## src/rtl/pet_keyboard_if.sv

```systemverilog
// -----------------------------------------------------------------------------
// pet_keyboard_if
//
// Pipelined Wishbone slave bundle used by the PET keyboard matrix block.
// Signal names keep their bus-side suffixes (_i into the slave, _o out of it)
// so waveforms line up with the rest of the SoC's Wishbone fabric.
//
//   wb_addr_i    4  row index (already decoded by the address map)
//   wb_data_i    8  write data
//   wb_data_o    8  registered read data
//   wb_we_i      1  write enable
//   wb_cycle_i   1  bus cycle
//   wb_strobe_i  1  strobe
//   wb_sel_i     1  byte select; writes land only when high
//   wb_stall_o   1  never asserted
//   wb_ack_o     1  single-cycle acknowledge
//
// Modports:
//   master - the host / interconnect side
//   slave  - the keyboard block
// -----------------------------------------------------------------------------
interface pet_keyboard_if #(
  parameter int DATA_WIDTH = 8,
  parameter int ADDR_WIDTH = 4
);
  logic [ADDR_WIDTH-1:0] wb_addr_i;
  logic [DATA_WIDTH-1:0] wb_data_i;
  logic [DATA_WIDTH-1:0] wb_data_o;
  logic                  wb_we_i;
  logic                  wb_cycle_i;
  logic                  wb_strobe_i;
  logic                  wb_sel_i;
  logic                  wb_stall_o;
  logic                  wb_ack_o;

  modport master (
    output wb_addr_i,
    output wb_data_i,
    output wb_we_i,
    output wb_cycle_i,
    output wb_strobe_i,
    output wb_sel_i,
    input  wb_data_o,
    input  wb_stall_o,
    input  wb_ack_o
  );

  modport slave (
    input  wb_addr_i,
    input  wb_data_i,
    input  wb_we_i,
    input  wb_cycle_i,
    input  wb_strobe_i,
    input  wb_sel_i,
    output wb_data_o,
    output wb_stall_o,
    output wb_ack_o
  );
endinterface : pet_keyboard_if

```

## src/rtl/pet_keyboard.sv

```systemverilog
// -----------------------------------------------------------------------------
// pet_keyboard
//
// Keyboard matrix emulation for the PET clone. One key-state byte per matrix
// row is held here; the host fills them in over Wishbone, and the 6502 reads
// them back through snooped PIA1 accesses exactly as it would scan a real
// PET keyboard: write the row number to port A, read the column bits from
// port B. A pressed key reads as 0, so the idle (reset) value of every row
// is all ones.
//
// Ports:
//   wb_clock_i   in   system clock, everything on its rising edge
//   wb_reset_i   in   asynchronous active-high reset
//   wb           slave Wishbone bundle (see pet_keyboard_if)
//   cpu_data_i   in   CPU data bus, used for the row-select write
//   cpu_data_o   out  selected row's byte, presented on a port B read
//   cpu_data_oe  out  drive enable for cpu_data_o
//   cpu_we_i     in   CPU write (1) / read (0)
//   pia1_cs_i    in   PIA1 chip select
//   pia1_rs_i    in   PIA register select (0 = port A, 2 = port B)
// -----------------------------------------------------------------------------
module pet_keyboard #(
  parameter int ROW_COUNT  = 10,
  parameter int DATA_WIDTH = 8
) (
  input  logic                  wb_clock_i,
  input  logic                  wb_reset_i,
  pet_keyboard_if.slave         wb,
  input  logic [DATA_WIDTH-1:0] cpu_data_i,
  output logic [DATA_WIDTH-1:0] cpu_data_o,
  output logic                  cpu_data_oe,
  input  logic                  cpu_we_i,
  input  logic                  pia1_cs_i,
  input  logic [1:0]            pia1_rs_i
);

  localparam logic [1:0] PIA_PORTA = 2'd0;
  localparam logic [1:0] PIA_PORTB = 2'd2;
  localparam int         SEL_WIDTH = 4;

  // Unused rows and unused matrix lines read as "no key pressed".
  localparam logic [DATA_WIDTH-1:0] ALL_RELEASED = {DATA_WIDTH{1'b1}};

  // ---------------------------------------------------------------------------
  // State
  // ---------------------------------------------------------------------------
  // Rows are plain flops rather than a RAM: they need a reset value and a
  // combinational read port towards the CPU.
  logic [DATA_WIDTH-1:0] row_q [ROW_COUNT];
  logic [DATA_WIDTH-1:0] row_d [ROW_COUNT];

  logic [SEL_WIDTH-1:0]  sel_q;
  logic [SEL_WIDTH-1:0]  sel_d;

  logic                  ack_q;
  logic                  ack_d;
  logic [DATA_WIDTH-1:0] rdata_q;
  logic [DATA_WIDTH-1:0] rdata_d;

  // ---------------------------------------------------------------------------
  // Wishbone decode
  // ---------------------------------------------------------------------------
  logic wb_accept;
  logic wb_addr_valid;
  logic wb_row_write;

  // Stall is never raised, so every cycle&strobe edge is an accepted beat.
  assign wb_accept     = wb.wb_cycle_i & wb.wb_strobe_i;
  assign wb_addr_valid = (wb.wb_addr_i < SEL_WIDTH'(ROW_COUNT));
  // Out-of-range addresses and sel_i=0 writes are still acknowledged, they
  // just don't touch storage.
  assign wb_row_write  = wb_accept & wb.wb_we_i & wb.wb_sel_i & wb_addr_valid;

  // Per-row write-enable and next-state mux.
  for (genvar gi = 0; gi < ROW_COUNT; gi++) begin : g_row
    assign row_d[gi] = (wb_row_write && (wb.wb_addr_i == SEL_WIDTH'(gi)))
                     ? wb.wb_data_i
                     : row_q[gi];
  end

  // Read mux for the Wishbone side. Uses the current (pre-edge) row values,
  // so a read never observes a write accepted on the same edge.
  logic [DATA_WIDTH-1:0] wb_rd_val;

  always_comb begin
    wb_rd_val = ALL_RELEASED;
    for (int i = 0; i < ROW_COUNT; i++) begin
      if (wb.wb_addr_i == SEL_WIDTH'(i)) begin
        wb_rd_val = row_q[i];
      end
    end
  end

  always_comb begin
    ack_d   = wb_accept;
    // Read data is only refreshed on read beats; writes leave the last read
    // value on the bus.
    rdata_d = rdata_q;
    if (wb_accept && !wb.wb_we_i) begin
      rdata_d = wb_rd_val;
    end
  end

  // ---------------------------------------------------------------------------
  // CPU-side snoop of PIA1
  // ---------------------------------------------------------------------------
  logic cpu_row_select;

  // Only the low nibble of the port A write is the row number; the upper
  // bits drive other PET functions we don't model here. DDR/CR state is
  // ignored: any port A write counts as a row select.
  assign cpu_row_select = pia1_cs_i & cpu_we_i & (pia1_rs_i == PIA_PORTA);

  always_comb begin
    sel_d = sel_q;
    if (cpu_row_select) begin
      sel_d = cpu_data_i[SEL_WIDTH-1:0];
    end
  end

  // Port B read response is combinational from the registers so the CPU
  // gets its data within the same bus cycle.
  always_comb begin
    cpu_data_o = ALL_RELEASED;
    for (int i = 0; i < ROW_COUNT; i++) begin
      if (sel_q == SEL_WIDTH'(i)) begin
        cpu_data_o = row_q[i];
      end
    end
  end

  assign cpu_data_oe = pia1_cs_i & ~cpu_we_i & (pia1_rs_i == PIA_PORTB);

  // ---------------------------------------------------------------------------
  // Registers
  // ---------------------------------------------------------------------------
  // Reset is asynchronous so an in-flight ack is dropped without waiting for
  // a clock edge.
  always_ff @(posedge wb_clock_i or posedge wb_reset_i) begin
    if (wb_reset_i) begin
      for (int i = 0; i < ROW_COUNT; i++) begin
        row_q[i] <= ALL_RELEASED;
      end
      sel_q   <= '0;
      ack_q   <= 1'b0;
      rdata_q <= '0;
    end else begin
      for (int i = 0; i < ROW_COUNT; i++) begin
        row_q[i] <= row_d[i];
      end
      sel_q   <= sel_d;
      ack_q   <= ack_d;
      rdata_q <= rdata_d;
    end
  end

  assign wb.wb_ack_o   = ack_q;
  assign wb.wb_data_o  = rdata_q;
  assign wb.wb_stall_o = 1'b0;

endmodule : pet_keyboard

```

## src/flat_wrapper.sv

```systemverilog
// flat-port wrapper written by rule: the top's interface ports become plain ports
module pet_keyboard_flat 
#(
  parameter int ROW_COUNT  = 10,
  parameter int DATA_WIDTH = 8
)
  (wb_clock_i, wb_reset_i, cpu_data_i, cpu_data_o, cpu_data_oe, cpu_we_i, pia1_cs_i, pia1_rs_i, wb_wb_addr_i, wb_wb_data_i, wb_wb_we_i, wb_wb_cycle_i, wb_wb_strobe_i, wb_wb_sel_i, wb_wb_data_o, wb_wb_stall_o, wb_wb_ack_o);
  pet_keyboard_if #(.DATA_WIDTH(DATA_WIDTH)) wb_i ();
  input  logic wb_clock_i;
  input  logic wb_reset_i;
  input  logic [DATA_WIDTH-1:0] cpu_data_i;
  output logic [DATA_WIDTH-1:0] cpu_data_o;
  output logic cpu_data_oe;
  input  logic cpu_we_i;
  input  logic pia1_cs_i;
  input  logic [1:0] pia1_rs_i;
  input wire logic [$bits(wb_i.wb_addr_i)-1:0] wb_wb_addr_i;
  input wire logic [$bits(wb_i.wb_data_i)-1:0] wb_wb_data_i;
  input wire logic [$bits(wb_i.wb_we_i)-1:0] wb_wb_we_i;
  input wire logic [$bits(wb_i.wb_cycle_i)-1:0] wb_wb_cycle_i;
  input wire logic [$bits(wb_i.wb_strobe_i)-1:0] wb_wb_strobe_i;
  input wire logic [$bits(wb_i.wb_sel_i)-1:0] wb_wb_sel_i;
  output wire logic [$bits(wb_i.wb_data_o)-1:0] wb_wb_data_o;
  output wire logic [$bits(wb_i.wb_stall_o)-1:0] wb_wb_stall_o;
  output wire logic [$bits(wb_i.wb_ack_o)-1:0] wb_wb_ack_o;
  assign wb_i.wb_addr_i = wb_wb_addr_i;
  assign wb_i.wb_data_i = wb_wb_data_i;
  assign wb_i.wb_we_i = wb_wb_we_i;
  assign wb_i.wb_cycle_i = wb_wb_cycle_i;
  assign wb_i.wb_strobe_i = wb_wb_strobe_i;
  assign wb_i.wb_sel_i = wb_wb_sel_i;
  assign wb_wb_data_o = wb_i.wb_data_o;
  assign wb_wb_stall_o = wb_i.wb_stall_o;
  assign wb_wb_ack_o = wb_i.wb_ack_o;
  pet_keyboard #(.ROW_COUNT(ROW_COUNT), .DATA_WIDTH(DATA_WIDTH)) u_core (.wb_clock_i(wb_clock_i), .wb_reset_i(wb_reset_i), .wb(wb_i), .cpu_data_i(cpu_data_i), .cpu_data_o(cpu_data_o), .cpu_data_oe(cpu_data_oe), .cpu_we_i(cpu_we_i), .pia1_cs_i(pia1_cs_i), .pia1_rs_i(pia1_rs_i));
endmodule
```

## config.mk

```make
export PLATFORM = sky130hd
export DESIGN_NAME = pet_keyboard_flat
export DESIGN_NICKNAME = d
export VERILOG_FILES = /design/src/rtl/pet_keyboard_if.sv /design/src/rtl/pet_keyboard.sv /design/src/flat_wrapper.sv
export SDC_FILE = /design/constraint.sdc
export NUM_CORES = 1
export LEC_CHECK = 0
export ABC_AREA = 1
export CORE_ASPECT_RATIO = 0.8
export CORE_UTILIZATION = 44
export DETAILED_ROUTE_END_ITERATION = 7
export GPL_ROUTABILITY_DRIVEN = 1
export PLACE_DENSITY_LB_ADDON = 0.2
export REMOVE_ABC_BUFFERS = 1
export SLEW_MARGIN = 30
export SYNTH_ARGS = -nofsm -noshare
export SYNTH_HDL_FRONTEND = slang
export SYNTH_SLANG_ARGS = --single-unit
```

## constraint.sdc

```tcl
create_clock -name wb_clock_i -period 3.5 [get_ports wb_clock_i]
set_clock_uncertainty 0.2 [all_clocks]
set_input_delay 0.525 -clock wb_clock_i [delete_from_list [all_inputs] [get_ports wb_clock_i]]
set_output_delay 0.525 -clock wb_clock_i [all_outputs]
set_load 0.01 [all_outputs]
```

==> metrics <==
share of layout cells above drive strength 1=20.3%; peak per-stage delay on the critical path=520 ps; post-synthesis sequential area ratio=47.4%; Root Driver=clkbuf_16; Hold WS=281 ps; Starting Density=46.1%; CP Capture Point=cpu_data_o[0]; Layout area overhead=18.2%; Top FF cell, synth=dfstp_2; first-pass GRT wire length=22.1 mm; clk_lat worst skew=350 ps; top cell type's share of synthesized area=41.1%; DR vias/cell=5.30; reg-to-reg critical path startpoint=u_core.row_q[76]; max layer used=met4; min Tclk post-route=3220 ps; H-tree Lvls=3; Crit path max-delay family=simple AND/OR/NAND/NOR gates; final worst-path cycle share=91.9%; die footprint=12,100 µm²; CORE AREA=11,100 µm²; largest net degree at the start of global routing=94; Crit. End Element=primary output; Filler cells=1,014; Synth Area in Compound Gates=9.56%; Slew Viols, Final=0; nets@finish=753; via count=4,625; leakage power=0.00286 µW; worst slew pin tran=647 ps; WP buf/inv=2; largest area contributor in the netlist=dfstp_2; CP max FO=5; arrival time worst endpoint=2490 ps; asr flop ratio synth=100%; worst relative slew slack=56.8%; Post-Syn Area=5120 µm²; Clock Path Buffers=2; FF-to-FF path depth=8; main combinational cell family by area after synthesis=simple AND/OR/NAND/NOR gates; GRT Residual Overflow=0; adder-cell share of the synthesized area=0%; pwr dens=456 nW/µm²; # clock sinks=93; Yosys cell types=26; outcome=complete, no violations; GRT Total Usage=24.2%; Fin. Hold Viols=0; Yosys reg bits=93; final setup fails=0; Crit-path slowest cell=clkdlybuf4s50_1; Ant. Diodes=0; Mapped Avg Cell Area=7.59 µm²; TNS Setup=0 ps; Routed Antenna Nets=0; mux contribution to synthesized area=5.50%; RSZ-0062 raised after global routing=false; routed wl met3=819 µm; clock slew at reported path FFs=60 ps; most used cell, CP=nand2_1; die height=98.5 µm; number of synthesized flops with an enable pin=0; Max IR drop VDD=0.000304 V; Startpoint Class=flop; commonest cells in the netlist=nand2_1, inv_1, dfstp_2; TritonCTS Buffers=9; DRT iter0 DRCs=536; CP Launch Point=u_core.sel_q[3]; # DRC=0; WP data required=2770 ps; IO buf count=43; count leader, synth=nand2_1; kind of critical path=flop to primary output; RR Endpoint=u_core.wb.wb_data_o[4]; XOR/XNOR Fraction of Synth Area=0%; wire length on met2=5.86 mm; Final GP Congestion=0.863; initial antenna violation count=0; # hold bufs at CTS=0; Die Span X=123 µm; top cells by area, synth=dfstp_2, nand2_1, o21ai_0, inv_1, dfrtp_1; # IOs=49; CP cell instances=nor2_1, nand2_1, inv_1, nand2_1, nand2_1, nand2_1, nand2_1, nand3_1, nand2_1, nand2_1, nand2_1, clkdlybuf4s50_1; Routed WL=13.4 mm; Rows=34; vias in the first global route=4,496; simple-gate area share of the yosys netlist=28.3%; fmax=311 MHz; WL per Instance=15.4 µm; Synth Instances=675; hpwl dp=9.84 mm; worst min path class=flop to flop; worst reg2reg setup slack=2050 ps; Yosys warnings=0; DR pass1 iterations=5; CTS tree=built; WP depth=12; Metal-1 WL=6.43 mm; maxcap violations=0
-- placed cells by master, fill, tap and decap left out, types with 2 or more instances in the layout --
| cell | count |
|---|---|
| buf_4 | 12 |
| o22ai_1 | 3 |
| clkbuf_8 | 4 |
| o21ai_0 | 78 |
| nand2_1 | 232 |
| nor2_4 | 2 |
| clkbuf_1 | 3 |
| inv_2 | 2 |
| dfstp_2 | 80 |
| inv_1 | 99 |
| nor3_2 | 4 |
| clkbuf_16 | 9 |
| nor2_1 | 32 |
| a21oi_1 | 15 |
| clkdlybuf4s50_1 | 43 |
| nor2_2 | 5 |
| mux2_2 | 25 |
| nand3_1 | 38 |
| nand4_1 | 20 |
| dfrtp_1 | 13 |
-- final cells by class --
| cell class | count | area [µm²] | area share (%) |
|---|---|---|---|
| clock buffer | 16 | 292 | 4.82 |
| inverter | 102 | 384 | 6.35 |
| multi-input combinational | 461 | 2230 | 36.8 |
| sequential | 93 | 2430 | 40.1 |
| tap | 144 | 180 | 2.98 |
| timing repair buffer | 56 | 541 | 8.93 |
-- flip-flops by register name, indices dropped and copies added (netlist names) --
register,count
u_core.row_q,80
u_core.wb.wb_data_o,8
u_core.sel_q,4
u_core.wb.wb_ack_o,1
-- logic make-up after synthesis --
family,Yosys count
DFF,93
and+or+nand+nor,338
other,1
buffers and inverters,121
AOI/OAI and AO/OA,97
muxes,25
-- worst min-delay path by stage --
stage	startpoint	end	slack (ps)	cells after the start
2_1_floorplan	u_core.row_q[37]	u_core.row_q[37]	280	2
3_3_place_gp	u_core.wb.wb_data_o[0]	u_core.wb.wb_data_o[0]	270	2
3_5_place_dp	u_core.wb.wb_data_o[5]	u_core.wb.wb_data_o[5]	270	2
4_1_cts	u_core.wb.wb_data_o[5]	u_core.wb.wb_data_o[5]	290	2
5_1_grt	u_core.wb.wb_data_o[5]	u_core.wb.wb_data_o[5]	310	2
6_report	u_core.wb.wb_data_o[5]	u_core.wb.wb_data_o[5]	280	2
-- worst reg2reg max path, delay by kind of cell (launching register included) --
kind          cells  cell delay, ps
buf+inv           1              60
flops             1             520
simple gates      7             620
-- report_power, final --
| group | internal, µW | switching [µW] | total (µW) |
|---|---|---|---|
| clock network | 560 | 395 | 955 |
| registers | 1240 | 56.4 | 1300 |
| logic | 206 | 300 | 506 |
-- metrics by stage --
step           utilization (%)  total power, µW  setup WS (ps)  instance area [µm²]  instances
2_1_floorplan                -             1570            487                 5030        656
3_3_place_gp              51.9             1800            694                 5760        856
3_5_place_dp              51.9             1810            641                 5760        856
4_1_cts                   54.5             2770            245                 6050        872
5_1_grt                   54.5             2900           67.6                 6050        872
6_report                  54.5             2760            284                 6050        872
-- timing repair --
item                                    4_1_cts  5_1_grt
resized for setup                             0        1
endpoints found under the hold margin         0        0
endpoints found under the setup margin        0        5
setup buffers                                 0        0
-- metal layers --
layer / vias to the layer above / track usage, %
met3: 24 / 5.50
met5: - / 0
li1: 2234 / -
met1: 2212 / 34.7
met4: 0 / 8.26
met2: 155 / 35.7
(Power assumes the default switching activity.)
